<file path="config.mk">
export PLATFORM = sky130hd
export DESIGN_NAME = srt_quo_rem_finalize
export DESIGN_NICKNAME = d
export VERILOG_FILES = /design/src/rtl/srt_quo_rem_finalize.sv
export SDC_FILE = /design/constraint.sdc
export NUM_CORES = 2
export LEC_CHECK = 0
export BUFFER_PORTS_ARGS = -buffer_cell sky130_fd_sc_hd__buf_4
export CAP_MARGIN = 20
export CORE_AREA = 2 2 339 341
export CTS_BUF_LIST = sky130_fd_sc_hd__clkbuf_4
export CTS_CLUSTER_DIAMETER = 150
export DETAILED_ROUTE_END_ITERATION = 8
export DIE_AREA = 0 0 341 343
export SYNTH_ARGS = -nofsm -noshare
export SYNTH_HDL_FRONTEND = slang
export SYNTH_SLANG_ARGS = --single-unit
</file>
<file path="constraint.sdc">
create_clock -name clk -period 3.83 [get_ports clk]
set_input_delay 0.766 -clock clk [delete_from_list [all_inputs] [get_ports clk]]
set_output_delay 0.766 -clock clk [all_outputs]
set_load 0.02 [all_outputs]
</file>
<file path="src/rtl/srt_quo_rem_finalize.sv">
// -----------------------------------------------------------------------------
// srt_quo_rem_finalize
//
// Back end of the radix-4 SRT divider. It takes the core's signed quotient
// digits and builds the binary quotient on the fly, so no carry-propagate
// conversion is needed at the end. It then takes the final normalized partial
// remainder, corrects a negative remainder by adding the divisor back (the
// quotient then comes from the Q-1 register), and shifts the remainder right
// to undo the core's normalization. The result is held on a valid/ready port.
//
// Ports
//   clk         rising-edge clock
//   rst_n       asynchronous active-low reset
//   start       begin a new result; latches norm_shift; honoured only in IDLE
//   norm_shift  left-normalization shift the core applied (SHW bits)
//   dig_valid   qualifies dig for one cycle; used only in ACCUM
//   dig         signed quotient digit, legal range -2..+2 (3 bits)
//   rem_valid   qualifies prem/dvs_norm for one cycle; used only in WAIT_REM
//   prem        signed final partial remainder, normalized (WIDTH+1 bits)
//   dvs_norm    normalized divisor (WIDTH bits)
//   busy        high in every state except IDLE
//   out_valid   quo/rem valid (DONE state)
//   out_ready   consumer accepts the result
//   quo         final quotient (WIDTH bits)
//   rem         final remainder (WIDTH bits)
//   err         sticky: an illegal digit was seen since the last start
// -----------------------------------------------------------------------------
module srt_quo_rem_finalize #(
   parameter int WIDTH = 64,
   parameter int NDIG  = 32,
   parameter int SHW   = 6
) (
   input  logic             clk,
   input  logic             rst_n,
   input  logic             start,
   input  logic [SHW-1:0]   norm_shift,
   input  logic             dig_valid,
   input  logic [2:0]       dig,
   input  logic             rem_valid,
   input  logic [WIDTH:0]   prem,
   input  logic [WIDTH-1:0] dvs_norm,
   output logic             busy,
   output logic             out_valid,
   input  logic             out_ready,
   output logic [WIDTH-1:0] quo,
   output logic [WIDTH-1:0] rem,
   output logic             err
);

   // Counter wide enough to hold NDIG itself, since it saturates there.
   localparam int CW = $clog2(NDIG + 1);

   localparam logic [WIDTH-1:0] K1 = WIDTH'(1);
   localparam logic [WIDTH-1:0] K3 = WIDTH'(3);
   localparam logic [WIDTH-1:0] K4 = WIDTH'(4);
   localparam logic [CW-1:0]    LAST_DIG = CW'(NDIG - 1);

   typedef enum logic [2:0] {
      S_IDLE,
      S_ACCUM,
      S_WAIT_REM,
      S_CORRECT,
      S_DENORM,
      S_DONE
   } state_t;

   state_t           state;
   logic [WIDTH-1:0] q;        // quotient so far
   logic [WIDTH-1:0] qm;       // quotient so far minus one
   logic [CW-1:0]    dcnt;     // accepted digits
   logic [SHW-1:0]   shcnt;    // remaining denormalization shifts
   logic [WIDTH:0]   prem_r;   // latched partial remainder
   logic [WIDTH-1:0] dvs_r;    // latched divisor
   logic [WIDTH:0]   r;        // remainder being corrected / denormalized

   // --------------------------------------------------------------------------
   // On-the-fly conversion
   //
   // Q and QM = Q-1 are both kept so that a negative digit never needs a borrow
   // to ripple through Q: appending a negative digit to Q is the same as
   // appending (4+d) to QM. Everything wraps mod 2^WIDTH.
   // --------------------------------------------------------------------------
   logic             dig_legal;
   logic             dig_zero;
   logic [WIDTH-1:0] dext;
   logic [WIDTH-1:0] q4;
   logic [WIDTH-1:0] qm4;
   logic [WIDTH-1:0] q_otf;
   logic [WIDTH-1:0] qm_otf;

   // Codes 3'b011 (+3) and 3'b100 (-4) are outside the radix-4 digit set.
   assign dig_legal = (dig != 3'b011) && (dig != 3'b100);
   // An illegal digit is folded into the zero-digit path.
   assign dig_zero  = !dig_legal || (dig == 3'b000);
   assign dext      = {{(WIDTH-3){dig[2]}}, dig};
   assign q4        = {q[WIDTH-3:0], 2'b00};
   assign qm4       = {qm[WIDTH-3:0], 2'b00};

   // NOTE: every output of a combinational block gets a default before any
   // branch; a path that leaves one unassigned would infer a latch.
   always_comb begin
      q_otf  = q4;
      qm_otf = qm4 + K3;
      if (!dig_zero) begin
         if (!dig[2]) begin
            q_otf  = q4 + dext;
            qm_otf = q4 + dext - K1;
         end else begin
            q_otf  = qm4 + K4 + dext;
            qm_otf = qm4 + K3 + dext;
         end
      end
   end

   // --------------------------------------------------------------------------
   // Negative-remainder correction: add the divisor back (zero-extended into
   // the WIDTH+1 bit remainder, carry out of the top bit discarded).
   // --------------------------------------------------------------------------
   logic [WIDTH:0] r_fixed;
   assign r_fixed = prem_r + {1'b0, dvs_r};

   // --------------------------------------------------------------------------
   // Control and datapath
   // --------------------------------------------------------------------------
   // NOTE: all state below uses non-blocking assignments so every register
   // samples the pre-edge value of every other register, whatever the order
   // of the statements.
   always_ff @(posedge clk or negedge rst_n) begin
      if (!rst_n) begin
         state  <= S_IDLE;
         q      <= '0;
         qm     <= '0;
         dcnt   <= '0;
         shcnt  <= '0;
         prem_r <= '0;
         dvs_r  <= '0;
         r      <= '0;
         quo    <= '0;
         rem    <= '0;
         err    <= 1'b0;
      end else begin
         unique case (state)
            S_IDLE: begin
               if (start) begin
                  q     <= '0;
                  qm    <= '1;
                  dcnt  <= '0;
                  shcnt <= norm_shift;
                  err   <= 1'b0;
                  state <= S_ACCUM;
               end
            end

            S_ACCUM: begin
               // A rem_valid arriving here is deliberately dropped; the core
               // re-presents it once we are waiting for it.
               if (dig_valid) begin
                  q  <= q_otf;
                  qm <= qm_otf;
                  if (!dig_legal) begin
                     err <= 1'b1;
                  end
                  dcnt <= dcnt + 1'b1;
                  if (dcnt == LAST_DIG) begin
                     state <= S_WAIT_REM;
                  end
               end
            end

            S_WAIT_REM: begin
               if (rem_valid) begin
                  prem_r <= prem;
                  dvs_r  <= dvs_norm;
                  state  <= S_CORRECT;
               end
            end

            S_CORRECT: begin
               if (prem_r[WIDTH]) begin
                  r   <= r_fixed;
                  quo <= qm;
               end else begin
                  r   <= prem_r;
                  quo <= q;
               end
               state <= S_DENORM;
            end

            S_DENORM: begin
               // One bit per cycle: latency follows the shift amount, which
               // is what the downstream timing budget expects.
               if (shcnt == '0) begin
                  rem   <= r[WIDTH-1:0];
                  state <= S_DONE;
               end else begin
                  r     <= r >> 1;
                  shcnt <= shcnt - 1'b1;
               end
            end

            S_DONE: begin
               if (out_ready) begin
                  state <= S_IDLE;
               end
            end

            default: state <= S_IDLE;
         endcase
      end
   end

   // Both flags are straight decodes of the state register.
   assign busy      = (state != S_IDLE);
   assign out_valid = (state == S_DONE);

endmodule

</file>
==> qor.csv <==
metric;value;unit
Syn Inst Count;4219;
die area;117000;µm²
RR Endpoint;qm[48]$_DFFE_PN0P_;
FF-to-FF Start;q[0]$_DFFE_PN0P_;
Power Total;49.6;mW
Syn Area/Cell;8.83;µm²
TritonCTS clock tree;built;
clock-pin slew on the worst setup and hold paths;0.07;ns
Most used DFF post-synth;dfrtp_1;
die width;341;µm
total wire length;148000;µm
Worst Path Max Fanout;4;
initial antenna violation count;3;
RePlAce Congestion;0.931;
clock insertion delay at the later pin of the skew report;1.15;ns
1st-pass router iterations;5;
Fin. Hold Viols;0;
MaxCap Viol Count;0;
clk_skew;0.0995;ns
Synth cell types;116;
post-layout minimum cycle time;4.24;ns
max incr delay on CP;0.40;ns
largest area contributor in the netlist;dfrtp_1;
Worst path top cell family by delay;simple AND/OR/NAND/NOR gates;
most common cell in the synthesized netlist;dfrtp_1;
worst setup margin;-0.411;ns
reg-to-reg slack, setup;-0.41;ns
Levels on crit path;18;
worst slew pin tran;1.01;ns
RSZ-0062 raised after global routing;true;
largest net degree at the start of global routing;138;
H-Tree Depth;4;
startpoint types;register;
placed cell area;48300;µm²
Port Buffers;274;
Vias;39200;
clock root buffer;clkbuf_4;
slew margin rel.;0.322;
met3 wire len;11400;µm
worst ir drop on vdd;382;µV
Max Fclk;236;MHz
Slew Limit Fails;0;
Async SR Flop Fraction;1.00;
register bit total from synthesis;466;
FP Rows;124;
share of layout cells above drive strength 1;0.371;
Initial Utilization;0.328;
total clock sinks;466;
top post-synthesis cells by count;dfrtp_1, nand2_1, a21oi_1;
Worst Path Buf+Inv;3;
GRT overflow;0;
vias in the first global route;38500;
Post-Layout Cell Count;7260;
area delta synth->final;45.7;%
area occupied by multi-input gates;26600;µm²
Reg area;11700;µm²
CP max stage cell;dfrtp_1;
Post-synth EDFFs;0;
Met2 Wirelength;66600;µm
clk buf depth;3;
dominant cells by area after synthesis;dfrtp_1, ha_1, mux2_2, a21oi_1, o21ai_0;
Worst Hold Class;in2async;
failing checks;setup timing;
YS warnings;0;
power per cell area;915;nW/µm²
post-route ant nets;0;
CP Capture Type;register;
Filler cells;10700;
die height;343;µm
Vias/cell;5.39;
Leak Pwr;25.1;nW
post-synthesis net count;4676;
FF-to-FF path depth;18;
crit path cell chain;ha_2 > inv_2 > fa_2 > nor2b_4 > o31a_1 > buf_6 > o31a_1 > or3_4 > a221oi_4 > nand4b_4 > or3_4 > or3b_1 > nor3_2 > buf_4 > and2_4 > nand2_2 > xnor2_1 > a221o_1;
WP data required;4.81;ns
Avg WL per Cell;20.4;µm
Metal-1 WL;65800;µm
nets;6097;
CTS Buf Count;140;
Post-DP HPWL;109000;µm
CORE AREA;113000;µm²
# setup viols final;42;
share of the synthesized area in the top cell type;0.313;
Finished Cell Area;54200;µm²
Seq/Total Area, Yosys;0.313;
Overall Global Routing Usage;0.243;
Top Metal Used;met4;
Tcrit/Tclk final;1.11;
I/O pin count;275;
dpl cells;6790;
status;finished with violations;
1st-iter DRT viols;2968;
Critical Path AT;5.22;ns
CP Class;reg2reg;
drt drc;0;
first-pass GRT wire length;223000;µm
cell area after synthesis;37200;µm²
-- worst reg2reg max path, cell delays in order, from the launching register on --
cell      delay (ns)
dfrtp_1         0.40
ha_2            0.19
inv_2           0.05
fa_2            0.21
nor2b_4         0.05
o31a_1          0.29
buf_6           0.15
o31a_1          0.26
or3_4           0.36
a221oi_4        0.30
nand4b_4        0.18
or3_4           0.38
or3b_1          0.37
nor3_2          0.13
buf_4           0.16
and2_4          0.16
nand2_2         0.06
xnor2_1         0.12
a221o_1         0.29
-- where the power goes --
part / total (mW) / leakage [nW] / internal [mW] / switching [mW]
Clock: 4.98 / 1.04 / 2.56 / 2.42
Sequential: 9.23 / 5.70 / 7.09 / 2.14
Combinational: 35.4 / 18.3 / 16.7 / 18.7
Total: 49.6 / 25.1 / 26.3 / 23.3
-- flip-flops by register name, summed over array words and instances (netlist names), 64 cells and up --
signal and count:
q 64, quo 64, prem_r 65, rem 64, r 65, qm 64
dvs_r 64
-- cell families after synthesis --
logic type	synth area share
DFF	0.313
xor gates and xnor gates	0.0588
adders and majority gates	0.118
buffers and inverters	0.0304
AOI/OAI and AO/OA	0.235
muxes	0.0881
and+or+nand+nor	0.156
-- layout by cell type, fill, tap and decap left out, drive strengths merged, types with 39 or more instances in the layout --
cell and instances:
buf 1358, ha 251, nand2 463, dfrtp 466, a31oi 82, o21bai 44, a21o 127, nor2 318
or3 39, fa 62, nor3 84, o211ai 51, clkbuf 204, dlygate4sd3 141, a21oi 377, xor2 89
nand4 55, a211oi 42, xnor2 161, o21ai 359, inv 66, nand3 82, mux2i 113, mux2 191
-- worst max-delay path by stage --
stage / from / endpoint / slack (ns)
5_1_grt: q[0]$_DFFE_PN0P_ / qm[48]$_DFFE_PN0P_ / -0.52
3_3_place_gp: dig[2] / qm[56]$_DFFE_PN0P_ / -1.37
6_report: q[0]$_DFFE_PN0P_ / qm[48]$_DFFE_PN0P_ / -0.41
2_1_floorplan: dig[2] / qm[48]$_DFFE_PN0P_ / -0.75
3_5_place_dp: dig[2] / qm[56]$_DFFE_PN0P_ / -1.33
4_1_cts: q[0]$_DFFE_PN0P_ / qm[48]$_DFFE_PN0P_ / -0.44
-- repair_timing --
action	4_1_cts	5_1_grt
gates cloned	0	2
gates resized for setup	188	239
hold buffers	141	0
hold endpoints to repair	220	0
endpoints found under the setup margin	75	93
setup buffers	46	50
pin swaps	96	167
-- metrics by stage --
stage / hold slack, ns / setup slack (ns) / utilization / setup TNS, ns
4_1_cts: 0.200 / -0.441 / 0.465 / -7.48
3_3_place_gp: 0.461 / -1.37 / 0.426 / -83.58
3_5_place_dp: 0.470 / -1.33 / 0.426 / -85.63
6_report: 0.338 / -0.411 / 0.478 / -8.70
5_1_grt: 0.287 / -0.523 / 0.478 / -15.67
2_1_floorplan: 0.444 / -0.751 / - / -11.37
-- final cells by class --
| type | count | area share |
|---|---|---|
| multi-input cells | 3466 | 0.490 |
| repair buffers | 1501 | 0.223 |
| flip-flops and latches | 466 | 0.215 |
| well taps | 1512 | 0.0349 |
| clock buffers | 202 | 0.0280 |
| inverters | 65 | 0.00477 |
| clock inverters | 38 | 0.00452 |
| diodes | 10 | 0.000461 |
-- layer usage --
layer,vias up,global-route usage
li1,18500,-
met1,19000,0.333
met2,1471,0.383
met3,233,0.0483
met4,0,0.0812
met5,-,0
(Power assumes the default switching activity.)
